**config.mk**
```make
export PLATFORM = sky130hd
export DESIGN_NAME = mem_lsu
export DESIGN_NICKNAME = d
export VERILOG_FILES = /design/src/rtl/mem_lsu.sv
export SDC_FILE = /design/constraint.sdc
export NUM_CORES = 1
export LEC_CHECK = 0
export CORE_ASPECT_RATIO = 2
export CORE_MARGIN = 1.5
export CORE_UTILIZATION = 46
export DETAILED_ROUTE_END_ITERATION = 7
export PLACE_DENSITY_LB_ADDON = 0.08
export REMOVE_ABC_BUFFERS = 1
export SLEW_MARGIN = 10
export SYNTH_ARGS = -nofsm -noshare
export SYNTH_HDL_FRONTEND = slang
export SYNTH_SLANG_ARGS = --single-unit
```
**constraint.sdc**
```tcl
create_clock -name clk -period 6.26 [get_ports clk]
set_clock_uncertainty 0.2 [all_clocks]
set_input_delay 1.252 -clock clk [delete_from_list [all_inputs] [get_ports clk]]
set_output_delay 1.252 -clock clk [all_outputs]
set_load 0.03 [all_outputs]
```
**src/rtl/mem_lsu.sv**
```systemverilog
// mem_lsu: multi-cycle load/store stage between EX and WB.
// Issues byte-enabled requests over a ce/ack handshake, stalls until ack or timeout,
// and aligns/extends load data. Non-memory ops pass pc+4 or the ALU result through.
// Build option: define LSU_MISALIGN_TRAP_EN to trap misaligned H/W/D accesses;
// by default the low address bits below the access size are cleared instead.
module mem_lsu #(
    parameter int unsigned XLEN           = 32,
    parameter int unsigned PC_WIDTH       = 32,
    parameter int unsigned TIMEOUT_CYCLES = 255
) (
    input  logic                clk,
    input  logic                rst,
    input  logic                memread,
    input  logic                memwrite,
    input  logic [2:0]          funct3,
    input  logic [XLEN-1:0]     alu_result,
    input  logic [XLEN-1:0]     read_data2,
    input  logic [PC_WIDTH-1:0] pcplus4,
    input  logic                getpcplus4,
    output logic                data_ce_o,
    output logic                data_we_o,
    output logic [XLEN/8-1:0]   data_be_o,
    output logic [XLEN-1:0]     data_addr_o,
    output logic [XLEN-1:0]     data_o,
    input  logic [XLEN-1:0]     data_i,
    input  logic                data_ack_i,
    output logic                stall_o,
    output logic [XLEN-1:0]     wb_data,
    output logic                wb_valid,
    output logic                err_o
);

    localparam int unsigned NB   = XLEN / 8;
    localparam int unsigned OFFW = $clog2(NB);
    localparam int unsigned CW   = $clog2(TIMEOUT_CYCLES + 1);

    typedef enum logic [1:0] {StIdle, StWait, StDone} state_e;

    state_e state_q, state_d;

    logic [XLEN-1:OFFW] addr_hi_q;
    logic [OFFW-1:0]    off_q;
    logic [2:0]         funct3_q;
    logic               we_q;
    logic [NB-1:0]      be_q;
    logic [XLEN-1:0]    wdata_q;
    logic [CW-1:0]      cnt_q;
    logic [XLEN-1:0]    res_q;
    logic               err_q;

    logic               mem_op;
    logic               illegal;
    logic               trap;
    logic               timeout;
    int unsigned        nbytes;
    logic [OFFW-1:0]    off_al;
    logic [NB-1:0]      be_new;
    logic [XLEN-1:0]    wdata_new;
    logic [XLEN-1:0]    lane;
    logic [XLEN-1:0]    load_val;

    assign mem_op  = memread | memwrite;
    assign timeout = (cnt_q == CW'(TIMEOUT_CYCLES - 1));

    // Issue-side decode: legality, size-aligned lane offset, byte enables, replicated data.
    always_comb begin
        illegal   = (funct3 == 3'b111) ||
                    ((XLEN == 32) && ((funct3 == 3'b011) || (funct3 == 3'b110)));
        nbytes    = 32'd1 << funct3[1:0];
        // Offset is rounded down to the access size so misaligned accesses stay in-word.
        off_al    = alu_result[OFFW-1:0] & ~OFFW'(nbytes - 1);
        be_new    = '0;
        wdata_new = '0;
        for (int unsigned i = 0; i < NB; i++) begin
            be_new[i]            = (i >= 32'(off_al)) && (i < 32'(off_al) + nbytes);
            wdata_new[8*i +: 8]  = read_data2[8*(i & (nbytes - 1)) +: 8];
        end
    end

`ifdef LSU_MISALIGN_TRAP_EN
    // Misalignment trap: any address bit below the access size set.
    always_comb begin
        case (funct3[1:0])
            2'd1:    trap = alu_result[0];
            2'd2:    trap = |alu_result[1:0];
            2'd3:    trap = |alu_result[2:0];
            default: trap = 1'b0;
        endcase
    end
`else
    assign trap = 1'b0;
`endif

    // Load alignment and sign/zero extension from the acknowledged word.
    always_comb begin
        lane = data_i >> {off_q, 3'b000};
        case (funct3_q)
            3'b000:  load_val = XLEN'($signed(lane[7:0]));
            3'b001:  load_val = XLEN'($signed(lane[15:0]));
            3'b010:  load_val = XLEN'($signed(lane[31:0]));
            3'b100:  load_val = XLEN'(lane[7:0]);
            3'b101:  load_val = XLEN'(lane[15:0]);
            3'b110:  load_val = XLEN'(lane[31:0]);
            default: load_val = lane;
        endcase
    end

    // State register.
    always_ff @(posedge clk) begin
        if (rst) begin
            state_q <= StIdle;
        end else begin
            state_q <= state_d;
        end
    end

    // Next-state logic; illegal or trapped accesses skip the bus entirely.
    always_comb begin
        state_d = state_q;
        unique case (state_q)
            StIdle: begin
                if (mem_op) begin
                    state_d = (illegal || trap) ? StDone : StWait;
                end
            end
            StWait: begin
                if (data_ack_i || timeout) begin
                    state_d = StDone;
                end
            end
            StDone:  state_d = StIdle;
            default: state_d = StIdle;
        endcase
    end

    // Request capture, WAIT counter and result/error latching.
    always_ff @(posedge clk) begin
        if (rst) begin
            addr_hi_q <= '0;
            off_q     <= '0;
            funct3_q  <= '0;
            we_q      <= 1'b0;
            be_q      <= '0;
            wdata_q   <= '0;
            cnt_q     <= '0;
            res_q     <= '0;
            err_q     <= 1'b0;
        end else begin
            unique case (state_q)
                StIdle: begin
                    if (mem_op) begin
                        addr_hi_q <= alu_result[XLEN-1:OFFW];
                        off_q     <= off_al;
                        funct3_q  <= funct3;
                        we_q      <= memwrite;
                        be_q      <= be_new;
                        wdata_q   <= wdata_new;
                        cnt_q     <= '0;
                        res_q     <= '0;
                        err_q     <= illegal || trap;
                    end
                end
                StWait: begin
                    if (data_ack_i) begin
                        res_q <= we_q ? '0 : load_val;
                        err_q <= 1'b0;
                    end else if (timeout) begin
                        res_q <= '0;
                        err_q <= 1'b1;
                    end else if (cnt_q != '1) begin
                        cnt_q <= cnt_q + 1'b1;
                    end
                end
                default: ;
            endcase
        end
    end

    // Outputs: bus from registers in WAIT only; write-back and stall per state.
    always_comb begin
        data_ce_o   = 1'b0;
        data_we_o   = 1'b0;
        data_be_o   = '0;
        data_addr_o = '0;
        data_o      = '0;
        stall_o     = 1'b0;
        wb_data     = '0;
        wb_valid    = 1'b0;
        err_o       = 1'b0;
        unique case (state_q)
            StIdle: begin
                // Suppress pipeline-facing outputs while reset is held.
                if (!rst) begin
                    if (mem_op) begin
                        stall_o = 1'b1;
                    end else begin
                        wb_valid = 1'b1;
                        wb_data  = getpcplus4 ? XLEN'(pcplus4) : alu_result;
                    end
                end
            end
            StWait: begin
                data_ce_o   = 1'b1;
                data_we_o   = we_q;
                data_be_o   = be_q;
                data_addr_o = {addr_hi_q, {OFFW{1'b0}}};
                data_o      = wdata_q;
                stall_o     = 1'b1;
            end
            StDone: begin
                wb_valid = 1'b1;
                wb_data  = res_q;
                err_o    = err_q;
            end
            default: ;
        endcase
    end

endmodule

```
==> metrics, run 1 <==
die area=between 10000 and 15000 sq um; IO buf count=239; startpoint types=input pin; Worst Path Buf+Inv=3; WL/cell=17.5 microns; antenna violations before repair=0; Syn Std Cell Area=6430 sq um; RSZ-0062 raised after global routing=no; CTS max path bufs=2; Detailed Route Iter0 Violations=249; hold crit path type=register to register; Syn. warnings=0; PD cells=248 nW/um^2; GRT Total Usage=0.282; dpl hpwl=14500 microns; Slew Limit Fails=0; Design Area, Final=between 9000 and 10000 sq um; Antenna diodes=0; DR vias=6429; first-pass GRT wire length=32100 microns; total power=2.33 mW; nets=1121; Setup TNS=0 ns; area delta synth->final=46.2%; Final setup viols=0; CTS Buf Count=17; largest net degree at the start of global routing=68; static leakage=3.50 nW; cell mode on critical path=clkdlybuf4s50_1; hold_buf cts=0; I/O Pins=242; layout cells sized above 1=0.109; GPL Wtd Cong=a little over 0.8; synth top area cells=dfxtp_1 36%, mux2_2 8.4%, nand2_1 7.0%, and2_1 6.7%, a21oi_1 5.2%; biggest area consumer among synthesized cells=dfxtp_1; Multi-input gate area=3810 sq um; Synth Register Bits=115; post-CTS resize count=0; Final Hold Vio Count=0; Clock Root Buffer=clkbuf_16; clk sink count=~120; fraction of registers with async set/reset=0; main flop type after synthesis=dfxtp_1; Post-CTS Setup Bufs=0; vias per inst=5.44; max cap viols=0; critical path class=input pin to primary output; H-tree levels=4; Least-Margin Pin Slew=roughly 1.2 ns; most crowded layer after global routing=met2; FMAX=192 MHz; TritonCTS clock tree=yes; Critical Path End Type=primary output; Worst Path Arrival=3.76 ns; Placed Area=8800 sq um; met1 Use GR=0.289; met3 usage=0.0626; crit path cell chain=clkdlybuf4s50_1 -> or2_2 -> nor4_4 -> buf_4 -> a22oi_1 -> nor2_1 -> clkdlybuf4s50_1; Synth top area share=0.358; status=finished, final reports clean; Die Wd=just under 90 microns; Register Area=2300 sq um; vias in the first global route=6230; EDFF count, synth=0; Clk Latency, worst-skew pair=just over 0.4 ns; fillcell total=1215; die height=170 microns; Tmin final=5.21 ns; initial core utilization=0.466; slowest CP cell=clkdlybuf4s50_1; final WL=20700 microns; count leader, synth=nand2_1; fraction of the yosys area taken by sequential cells=0.358; final antenna-violating net count=0; CP peak stage delay=about 0.70 ns; peak supply drop=just over 0.2 mV; met2 Use GR=0.529; crit-path leading delay family=buffers and inverters; Distinct cells, synth=53; DR pass1 iterations=5; worst slew margin relative to its limit=0.197; Core ar.=approximately 14000 sq um; total gr overflow=0; Post-synth top cells=120 x nand2_1, 115 x dfxtp_1, 78 x nor2_1; fin crit share=0.833; critical-path maximum fanout=28; Critical Path RT=4.81 ns; syn_area_per_cell=between 8 and 9 sq um; drt drc=0; clock slew at reported path FFs=~0.050 ns; Cells after Synth=785; row count=61
cells by family (layout without fill, tap and decap cells):
family                     after synthesis  in the layout  share of synthesized area
other                                    1              2                   0.000583
DFF                                    115            115                      0.358
adders and majority gates                3              3                    0.00584
buffers and inverters                   76            282                     0.0533
muxes                                   81             81                      0.137
AOI/OAI and AO/OA                      202            202                      0.215
xor gates and xnor gates                 6              6                    0.00817
and+or+nand+nor                        301            301                      0.222
per-stage QoR:
step	utilization	hold WS [ns]	setup WS, ns	instances
after detailed placement	0.637	0.242	1.05	1151
after global routing	0.681	0.266	0.902	1181
final	0.681	0.247	1.05	1181
after global placement	0.637	0.237	1.09	1151
after CTS	0.681	0.250	1.04	1181
after floorplan	-	0.221	1.25	716
state kept, by name (all words and copies together), names as in the netlist:
register and count:
res_q 32, we_q 1, off_q 2, funct3_q 3
state_q 2, err_q 1, cnt_q 8, be_q 4
wdata_q 32, addr_hi_q 30
cell usage in the layout, fill, tap and decap left out, types with 27 or more instances in the layout:
cell type and instances:
clkdlybuf4s50_1 236, nand2_1 119, nor2_1 78, mux2i_1 32, a22oi_1 33, mux2_2 48
and2_1 69, o21ai_0 27, a21oi_1 67, dfxtp_1 113
worst paths after layout:
check                      from       endpoint  slack [ns]  cells past startpoint
setup / recovery       memwrite    wb_data[29]        1.05                      7
setup reg to reg     state_q[0]      res_q[23]        3.19                      4
hold / removal    addr_hi_q[17]  addr_hi_q[17]        0.25                      2
hold reg to reg   addr_hi_q[17]  addr_hi_q[17]        0.25                      2
metal layers:
metal / vias to the layer above / part of all wire
li1: 3164 / -
met1: 3020 / 0.37
met2: 206 / 0.54
met3: 39 / 0.052
met4: 0 / 0.034
met5: - / 0
power breakdown:
part	switching (mW)	internal, mW	total, mW
clock network	0.345	0.649	0.994
registers	0.0495	0.790	0.840
logic	0.272	0.228	0.499
worst register-to-register path: stages (launching register included):
cell     delay, ns
dfxtp_2       0.93
nor3b_2       0.44
o21ai_1       0.17
a21oi_2       0.96
a221o_1       0.31
cell type report:
| type | instances | area share |
|---|---|---|
| Inverter | 6 | 0.00240 |
| Multi-Input combinational cell | 595 | 0.405 |
| Clock inverter | 10 | 0.0141 |
| Clock buffer | 20 | 0.0496 |
| Sequential cell | 115 | 0.245 |
| Timing Repair Buffer | 246 | 0.259 |
| Tap cell | 189 | 0.0251 |
Power figures use the tool's default switching activity.
==> run 2, diff against run 1 <==
Settings changed: CORE_UTILIZATION 46 to 41.
Clock period 6.26 ns to 4.5 ns, I/O delays scaled along.
==> metrics, run 2 (same netlist as run 1, synthesis figures left out) <==
status=finished, final reports clean; CTS max path bufs=2 (unchanged); final WL=21500 microns (+4.1%); Setup WS post-layout=0.555 ns (-0.493 ns); clk sink count=115 (unchanged); DR vias=6478 (+0.76%); vias per inst=5.39 (-0.92%); I/O Pins=242 (unchanged); Worst Setup SP=memwrite; die area=16500 sq um (+12%); largest net degree at the start of global routing=87 (+28%); critical-path maximum fanout=4 (-86%); worst r2r src=off_q[1]; clock slew at reported path FFs=0.05 ns (about the same); dpl hpwl=15500 microns (+6.3%); Post-CTS Setup Bufs=0 (unchanged); Final setup viols=0 (unchanged); critical path class=input pin to primary output; die height=180 microns (+5.8%); GRT Total Usage=0.264 (-0.0176); peak supply drop=0.253 mV (+25%); CTS Buf Count=17 (unchanged); H-tree levels=4 (unchanged); Register Area=2300 sq um (unchanged); Hold Crit Start=be_q[1]; PD cells=352 nW/um^2 (+42%); fillcell total=1441 (+19%); fin crit share=0.877; Least-Margin Pin Slew=0.991 ns (-0.213 ns); Critical Path RT=3.40 ns (-1.41 ns); Tmin final=~4 ns; final antenna-violating net count=0 (unchanged); post-CTS resize count=0 (unchanged); antenna violations before repair=0 (unchanged); Setup TNS=0 ns (unchanged); Placed Area=8840 sq um (+0.41%); hold_buf cts=0 (unchanged); Die Wd=91.6 microns (+5.7%); Clock Root Buffer=clkbuf_16; row count=64 (+4.9%); hold crit path type=register to register; first-pass GRT wire length=34100 microns (+6.1%); Critical Path End Type=primary output; Clk Latency, worst-skew pair=0.41 ns (about the same); worst hold slack=0.244 ns (-0.00326 ns); RSZ-0062 raised after global routing=no; Slew Limit Fails=0 (unchanged); pre-CTS setup slack=0.566 ns (-0.483 ns); Final Hold Vio Count=0 (unchanged); Design Area, Final=9480 sq um (+0.77%); commonest non-fill, non-tap cell in the layout=clkdlybuf4s50_1; Worst Path Arrival=2.85 ns (-0.91 ns); Detailed Route Iter0 Violations=251 (+0.80%); TritonCTS clock tree=yes; layout cells sized above 1=0.150 (+0.0407); nets=1130 (+0.80%); Core ar.=15300 sq um (+11%); area delta synth->final=47.3%; WL/cell=17.9 microns (+2.4%); total gr overflow=0 (unchanged); initial core utilization=0.421 (-0.0451); Antenna diodes=0 (unchanged); GPL Wtd Cong=0.843 (+2.4%); max cap viols=0 (unchanged); startpoint types=input pin; vias in the first global route=6460 (+3.7%); IO buf count=239 (unchanged); FMAX=253 MHz; static leakage=3.63 nW (+3.8%); DR pass1 iterations=4 (-1); worst slew margin relative to its limit=0.339 (+0.141); Multi-input gate area=3810 sq um (unchanged); commonest cells after routing, fill and taps aside=204 x clkdlybuf4s50_1, 119 x nand2_1, 113 x dfxtp_1; Top Registers=res_q x32, wdata_q x32, addr_hi_q x30; drt drc=0 (unchanged)
[run 2: cell types whose count changed in the layout (fill, tap and decap cells not counted), sizes merged]
cell,previous run,this run
buf,10,51
bufinv,3,4
clkdlybuf4s50,236,204
inv,6,7
[run 2: per-layer routing]
layer	share of wire	global-route usage	vias to the layer above	routed length, microns
li1	-	-	3185	-
met1	0.37	0.270	3009	7890
met2	0.54	0.496	237	11500
met3	0.057	0.0544	47	1240
met4	0.039	0.130	0	841
met5	0	0	-	0
[run 2: worst max-delay path: stages]
cell and delay, ns:
clkdlybuf4s50_1 0.46, or2_2 0.39, nor4_4 0.19, a22oi_1 0.10, nor2_1 0.12, clkdlybuf4s50_1 0.69
[run 2: report_power, final]
group          leakage, nW  total [mW]  internal [mW]  switching, mW
Clock                0.303        1.46          0.957          0.500
Sequential           0.943        1.14           1.10         0.0429
Combinational         2.38       0.736          0.326          0.410
Total                 3.63        3.33           2.38          0.953
[run 2: worst paths after layout]
kind	to	slack [ns]	depth (start not counted)
min reg2reg	be_q[1]	0.24	2
max	wb_data[3]	0.55	6
max reg2reg	res_q[31]	1.68	4
min	be_q[1]	0.24	2
[run 2: area by class of cell]
cell class	instances	area share
Timing Repair Buffer	255	0.259
Clock inverter	12	0.0189
Tap cell	198	0.0261
Clock buffer	20	0.0482
Inverter	6	0.00238
Sequential cell	115	0.243
Multi-Input combinational cell	595	0.402
[run 2: through the flow]
stage	utilization	cells	total power [mW]
2_1_floorplan	-	716	1.54
3_3_place_gp	0.578	1169	1.89
3_5_place_dp	0.578	1169	1.90
4_1_cts	0.620	1201	3.36
5_1_grt	0.620	1201	3.48
6_report	0.620	1201	3.33
==> run 3, diff against run 2 <==
Settings changed: CORE_UTILIZATION 41 to 34, CTS_CLUSTER_SIZE set to 12.
==> metrics, run 3 (same netlist as run 1, synthesis figures left out) <==
fillcell total=1835 (+27%); vias per inst=5.20 (-3.7%); WL/cell=18.8 microns (+4.8%); DR pass1 iterations=4 (unchanged); largest net degree at the start of global routing=82 (-5.7%); DR vias=6354 (-1.9%); Core ar.=18700 sq um (+22%); clock slew at reported path FFs=0.05 ns (about the same); RSZ-0062 raised after global routing=no; row count=71 (+11%); final WL=23000 microns (+6.7%); end-of-flow core utilization=0.510 (-0.110); pre-CTS setup slack=0.647 ns (+0.0809 ns); Worst Path Arrival=2.76 ns (-0.09 ns); Critical Path End Type=primary output; critical-path maximum fanout=28 (+24); peak supply drop=0.248 mV (-1.6%); PD cells=340 nW/um^2 (-3.5%); area delta synth->final=47.8%; I/O Pins=242 (unchanged); status=finished, final reports clean; nets=1131 (+0.088%); first-pass GRT wire length=34700 microns (+2.0%); Slew Limit Fails=0 (unchanged); die area=19800 sq um (+20%); post-CTS resize count=0 (unchanged); Final setup viols=0 (unchanged); worst r2r src=off_q[1]; antenna violations before repair=0 (unchanged); H-tree levels=4 (unchanged); CTS Buf Count=17 (unchanged); critical path class=input pin to primary output; vias in the first global route=6194 (-4.1%); Placed Area=8920 sq um (+0.92%); Hold Crit Start=addr_hi_q[12]; GPL Wtd Cong=0.817 (-3.1%); dpl hpwl=16500 microns (+7.1%); Final Hold Vio Count=0 (unchanged); Top Registers=res_q x32, wdata_q x32, addr_hi_q x30; Setup TNS=0 ns (unchanged); layout cells sized above 1=0.152 (+0.00284); startpoint types=input pin; flop2flop setup slack=1.85 ns (+0.17 ns); fin crit share=0.857 (-0.0196); Worst Setup SP=memwrite; TritonCTS clock tree=yes; total gr overflow=0 (unchanged); worst setup path endpoint=wb_data[28]; CTS max path bufs=2 (unchanged); max cap viols=0 (unchanged); clk sink count=115 (unchanged); Least-Margin Pin Slew=1.01 ns (+0.0188 ns); Critical Path RT=3.40 ns (about the same); commonest non-fill, non-tap cell in the layout=clkdlybuf4s50_1; Design Area, Final=9510 sq um (+0.34%); FMAX=259 MHz (+2.3%); Detailed Route Iter0 Violations=142 (-43%); worst slew margin relative to its limit=0.326 (-0.0125); GRT Total Usage=0.233 (-0.0317); Clock Root Buffer=clkbuf_16; die height=198 microns (+9.7%); hold crit path type=register to register; commonest cells after routing, fill and taps aside=203 x clkdlybuf4s50_1, 119 x nand2_1, 113 x dfxtp_1; Post-CTS Setup Bufs=0 (unchanged); Antenna diodes=0 (unchanged); Die Wd=100 microns (+9.5%); Clk Latency, worst-skew pair=0.42 ns (about the same); Setup WS post-layout=0.643 ns (+0.0884 ns); drt drc=0 (unchanged); FF-to-FF End=res_q[26]; Tmin final=3.86 ns (-0.0884 ns); final antenna-violating net count=0 (unchanged); hold_buf cts=0 (unchanged); initial core utilization=0.345 (-0.0758); static leakage=3.62 nW (-0.28%); IO buf count=239 (unchanged); R2R cell count=5 (+1)
[run 3: worst min-delay path by stage]
stage               endpoint  depth (start not counted)
2_1_floorplan        be_q[1]                          2
3_3_place_gp         be_q[1]                          2
3_5_place_dp   addr_hi_q[27]                          2
4_1_cts              be_q[1]                          2
5_1_grt         addr_hi_q[8]                          2
6_report       addr_hi_q[12]                          2
[run 3: critical path, cell delays in order]
cell and delay (ns):
clkdlybuf4s50_1 0.46, or2_2 0.37, nor4_4 0.17, buf_4 0.36, a22oi_1 0.11, nor2_1 0.21
buf_12 0.15
[run 3: routing by layer]
layer  track usage  routed length (microns)  part of all wire  up-vias
met2         0.447                    12700              0.56      193
met1         0.234                     8430              0.37     2955
met5             0                        0                 0        -
met4         0.103                      722             0.031        0
met3        0.0485                     1060             0.046       30
li1              -                        -                 -     3176
[run 3: power by group]
group / leakage [nW] / internal [mW] / switching [mW]
Sequential: 0.943 / 1.10 / 0.0430
Combinational: 2.40 / 0.330 / 0.414
Clock: 0.273 / 0.840 / 0.503
Total: 3.62 / 2.27 / 0.960
[run 3: final cells by class]
type | count | area (sq um) | share of cell area
tap | 219 | 274 | 0.0288
timing repair buffer | 256 | 2510 | 0.264
clock buffer | 19 | 453 | 0.0476
multi-input combinational | 595 | 3810 | 0.400
inverter | 6 | 22.5 | 0.00237
clock inverter | 13 | 134 | 0.0141
sequential | 115 | 2300 | 0.242
[run 3: stage by stage]
step | instances | power (mW) | hold slack [ns]
after floorplan | 716 | 1.54 | 0.221
after global placement | 1191 | 1.91 | 0.236
after detailed placement | 1191 | 1.92 | 0.242
after CTS | 1223 | 3.28 | 0.249
after global routing | 1223 | 3.39 | 0.261
final | 1223 | 3.23 | 0.246
